**config.mk**
```make
export PLATFORM = sky130hd
export DESIGN_NAME = vga_timing_gen
export DESIGN_NICKNAME = d
export VERILOG_FILES = /design/src/rtl/vga_timing_gen.sv
export SDC_FILE = /design/constraint.sdc
export NUM_CORES = 1
export LEC_CHECK = 0
export CAP_MARGIN = 20
export CORE_MARGIN = 2
export CORE_UTILIZATION = 50
export DETAILED_ROUTE_END_ITERATION = 10
export PLACE_DENSITY_LB_ADDON = 0.05
export REMOVE_ABC_BUFFERS = 1
export SLEW_MARGIN = 0
export SYNTH_ARGS = -nofsm -noshare
export SYNTH_HDL_FRONTEND = slang
export SYNTH_SLANG_ARGS = --single-unit
```
**constraint.sdc**
```tcl
create_clock -name clk -period 11.3 [get_ports clk]
set_input_delay 2.26 -clock clk [delete_from_list [all_inputs] [get_ports clk]]
set_output_delay 2.26 -clock clk [all_outputs]
set_load 0.02 [all_outputs]
```
**src/rtl/vga_timing_gen.sv**
```systemverilog
// Parametrised VGA raster timing generator. It decodes sync, display enable,
// line/frame strobes and a test-pattern colour from the raster counters into one output register stage.
module vga_timing_gen #(
    parameter int H_VIS  = 800,
    parameter int H_FP   = 56,
    parameter int H_SYNC = 120,
    parameter int H_BP   = 64,
    parameter int V_VIS  = 600,
    parameter int V_FP   = 37,
    parameter int V_SYNC = 6,
    parameter int V_BP   = 23,
    parameter bit HS_POL = 1'b1,
    parameter bit VS_POL = 1'b1,
    parameter int CW     = 11,
    parameter int CDW    = 4
) (
    input  logic             clk,
    input  logic             rst_n,
    input  logic             pix_en,
    input  logic [1:0]       mode,
    input  logic [3*CDW-1:0] rgb_in,
    output logic [CW-1:0]    x,
    output logic [CW-1:0]    y,
    output logic [CDW-1:0]   r,
    output logic [CDW-1:0]   g,
    output logic [CDW-1:0]   b,
    output logic             h_sync,
    output logic             v_sync,
    output logic             de,
    output logic             line_start,
    output logic             frame_start
);
    localparam int H_TOTAL = H_VIS + H_FP + H_SYNC + H_BP;
    localparam int V_TOTAL = V_VIS + V_FP + V_SYNC + V_BP;

    logic [CW-1:0] h_cnt, v_cnt;
    logic          h_last, v_last;

    assign h_last = (h_cnt == CW'(H_TOTAL - 1));
    assign v_last = (v_cnt == CW'(V_TOTAL - 1));
    assign x      = h_cnt;
    assign y      = v_cnt;

    always_ff @(posedge clk) begin
        if (!rst_n) begin
            h_cnt <= '0;
            v_cnt <= '0;
        end else if (pix_en) begin
            if (h_last) begin
                h_cnt <= '0;
                v_cnt <= v_last ? '0 : v_cnt + 1'b1;
            end else begin
                h_cnt <= h_cnt + 1'b1;
            end
        end
    end

    logic           vis_d, hs_act, vs_act;
    logic [2:0]     bar_k;
    logic [CDW-1:0] r_d, g_d, b_d;

    // Bar index floor(x*8/H_VIS): x*8 is a shift, compared against constant multiples of H_VIS.
    always_comb begin
        bar_k = 3'd0;
        for (int j = 1; j < 8; j++) begin
            if ({h_cnt, 3'b000} >= (CW+3)'(j * H_VIS))
                bar_k = bar_k + 3'd1;
        end
    end

    always_comb begin
        vis_d  = (h_cnt < CW'(H_VIS)) && (v_cnt < CW'(V_VIS));
        hs_act = (h_cnt >= CW'(H_VIS + H_FP)) && (h_cnt < CW'(H_VIS + H_FP + H_SYNC));
        vs_act = (v_cnt >= CW'(V_VIS + V_FP)) && (v_cnt < CW'(V_VIS + V_FP + V_SYNC));
        r_d = '0;
        g_d = '0;
        b_d = '0;
        if (vis_d) begin
            case (mode)
                2'd0: {r_d, g_d, b_d} = rgb_in;
                2'd1: {r_d, g_d, b_d} = '1;
                2'd2: begin
                    r_d = {CDW{bar_k[2]}};
                    g_d = {CDW{bar_k[1]}};
                    b_d = {CDW{bar_k[0]}};
                end
                default: {r_d, g_d, b_d} = {(3*CDW){h_cnt[4] ^ v_cnt[4]}};
            endcase
        end
    end

    // Strobes fall on idle pix_en cycles so each stays one clk wide; everything else holds.
    always_ff @(posedge clk) begin
        if (!rst_n) begin
            r           <= '0;
            g           <= '0;
            b           <= '0;
            de          <= 1'b0;
            h_sync      <= ~HS_POL;
            v_sync      <= ~VS_POL;
            line_start  <= 1'b0;
            frame_start <= 1'b0;
        end else if (pix_en) begin
            r           <= r_d;
            g           <= g_d;
            b           <= b_d;
            de          <= vis_d;
            h_sync      <= hs_act ? HS_POL : ~HS_POL;
            v_sync      <= vs_act ? VS_POL : ~VS_POL;
            line_start  <= (h_cnt == '0);
            frame_start <= (h_cnt == '0) && (v_cnt == '0);
        end else begin
            line_start  <= 1'b0;
            frame_start <= 1'b0;
        end
    end
endmodule

```
==> impl_metrics.ini <==
[grt]
grt_pass1_vias = 1956
track_usage_pct = 21.8
grt_pass1_wl_mm = 9.19
grt_overflow = 0
antenna_found_initial = 0
grt_max_degree = 16

[pwr]
internal-power_mw = 0.232
power_mw = 0.303
p_leak_nw = 1.16
clkPwrFrac_pct = 40.0
seqPwrFrac_pct = 48.0
p_comb_share_pct = 12.0
power.density_nw_per_um2 = 98.6
p_sw_share_pct = 23.5
ir_drop_mv = 0.0891
p_switching_mw = 0.0711

[sta]
rsz0062_at_grt = false
relSlewSlack_pct = 39.2
tightest_slew_ns = 0.898
finalSetupTns_ns = 0
fin_crit_ns = 4.53
drv_slew = 0
max_freq_mhz = 221
final.setup_skew_ns = 0.0107
setup_violations = 0
hold_ws_ns = 0.450
fin_crit_sh_pct = 40.0
final_hold_viol_count = 0

[cells_and_area]
syn2layout_area_growth_pct = 26.9
final_nets = 367
final_common_cell = clkdlybuf4s50_1
final_util_pct = 65.5
final_cells = 395
fillerInstances = 410
layout_common_cells = clkdlybuf4s50_1, nor2_1, dfxtp_1
drive_gt1_share_pct = 7.92
antenna_cells = 0

[critical_path]
worst_setup_path_end_kind = flip-flop
crit_required_ns = 11.54
crit_fanout = 12
cp-start-kind = flip-flop
worstReg2RegStart = x[4]
crit_path_start = x[4]
rr_worst_depth = 17
critPathCapture = r[2]
crit_type = flip-flop to flip-flop
r2r-end = r[2]
worst_ep_arrival_time_ns = 4.76
r2r_slack_ns = 6.77

[drt]
wl_per_cell_um = 14.1
viasPerCell = 5.53
dr.first_iter.drc_count = 96
drc = 0
drtPass1Iterations = 4
routed_wl_mm = 5.56
vias = 2185
postRouteAntennaNets = 0

[clocking]
cts_tree = yes
cts_num_sinks = 39
postCtsHoldBufs = 0
cts-root-buf = clkbuf_8
ctsResizeCount = 0
post_cts_buffers = 0
clk_latency_ns = 0.30
clockBufferDepth = 2
h-tree-depth = 2
cts_buffers = 5
clkTransAtPathRegs_ns = 0.08

[floorplan]
fp.dieArea_um2 = 5410
die_height_um = 73.6
die_w_um = 73.6
initial_core_util_pct = 51.6
rows = 25
ios = 56
core_um2 = 4690

[logic_synthesis]
async_reset_ff_share_pct = 0
synth_cells = 293
ys_seq_elements = 39
synth_edf_count = 0
synth_area_um2 = 2420
yosysSeqAreaShare_pct = 32.2
syn_avg_cell_area_um2 = 8.26
ys_warn_count = 0
yosys_most_used_dff = dfxtp_1
synth.distinct_cells = 58

[min_path]
min_path_type = flip-flop to flip-flop

[placed_design]
dpl.hpwl_mm = 4.08
place_congestion = 0.807
dp_cells = 387
portBuffers = 55

[job]
maxCapViolCount = 0

[outcome]
outcome = completed
==> worst max-delay path: stages (launching register included) <==
cell	delay (ns)
dfxtp_1	0.46
or3_1	0.39
a31oi_1	0.23
nand2_1	0.11
ha_1	0.33
inv_1	0.11
xnor2_1	0.37
ha_1	0.32
xnor3_1	0.27
nor2_1	0.05
a221oi_2	0.39
inv_1	0.09
ha_1	0.22
o221ai_2	0.06
xor2_1	0.19
xor2_1	0.20
mux2i_1	0.43
a221o_1	0.23
==> how the worst min path moves through the flow <==
| stage | startpoint | end | slack [ns] | depth (start not counted) |
|---|---|---|---|---|
| finish | b[0] | b[0] | 0.45 | 2 |
| global route | b[3] | b[3] | 0.47 | 2 |
| CTS | b[0] | b[0] | 0.45 | 2 |
| detailed placement | b[0] | b[0] | 0.44 | 2 |
| global placement | b[0] | b[0] | 0.44 | 2 |
| floorplan | b[0] | b[0] | 0.52 | 2 |
==> metal layers <==
| metal | part of all wire [%] | track usage (%) | vias up | routed length, um |
|---|---|---|---|---|
| li1 | - | - | 1113 | - |
| met1 | 48 | 29.8 | 1017 | 2660 |
| met2 | 47 | 34.3 | 48 | 2620 |
| met3 | 3.9 | 5.49 | 7 | 219 |
| met4 | 1.2 | 5.86 | 0 | 65 |
| met5 | 0 | 0 | - | 0 |
==> layout make-up <==
class | count | area (um2) | area share, %
clock buffer | 6 | 82.6 | 2.69
clock inverter | 2 | 35.0 | 1.14
inverter | 15 | 56.3 | 1.83
multi-input combinational | 224 | 1500 | 48.8
sequential | 39 | 781 | 25.4
tap | 54 | 67.6 | 2.20
timing repair buffer | 55 | 551 | 17.9
==> registers in the layout (all words and copies together), names as in the netlist, 4 cells and up <==
name	flops
b	4
g	4
r	4
x	11
y	11
==> power groups by stage <==
| stage | logic [mW] | registers, mW | clock network, mW |
|---|---|---|---|
| floorplan | 0.0109 | 0.154 | 0 |
| global placement | 0.0358 | 0.148 | 0 |
| detailed placement | 0.0364 | 0.148 | 0 |
| CTS | 0.0366 | 0.145 | 0.123 |
| global route | 0.0391 | 0.146 | 0.129 |
| finish | 0.0364 | 0.145 | 0.121 |
==> Yosys cell counts, types with 7 or more instances <==
master    number  share of area (%)
a21oi_1        7                1.4
buf_2          8                1.7
dfxtp_1       39                 32
ha_1          10                5.2
inv_1         15                2.3
nand2_1       27                4.2
nand3_1        9                1.9
nor2_1        45                7.0
o211ai_1       8                2.5
o21ai_0        9                1.9
xnor2_1       12                4.3
xor2_1        14                5.1
==> cell families (layout without fill, tap and decap cells) <==
kind of cell / Yosys count / in the layout / share of synthesized area [%]
AO/OA/AOI/OAI: 56 / 56 / 17.3
flip-flops: 39 / 39 / 32.2
adder cells (fa/ha/maj): 10 / 10 / 5.17
XOR/XNOR: 28 / 28 / 11.3
buffers and inverters: 30 / 78 / 5.84
multiplexers: 3 / 3 / 1.24
AND/OR/NAND/NOR: 127 / 127 / 27.0
==> per-stage QoR <==
step	area [um2]	worst slack [ns]
finish	3070	6.77
global route	3070	6.33
CTS	3070	6.79
detailed placement	2950	6.72
global placement	2950	6.74
floorplan	2340	7.29
Power figures use the tool's default switching activity.
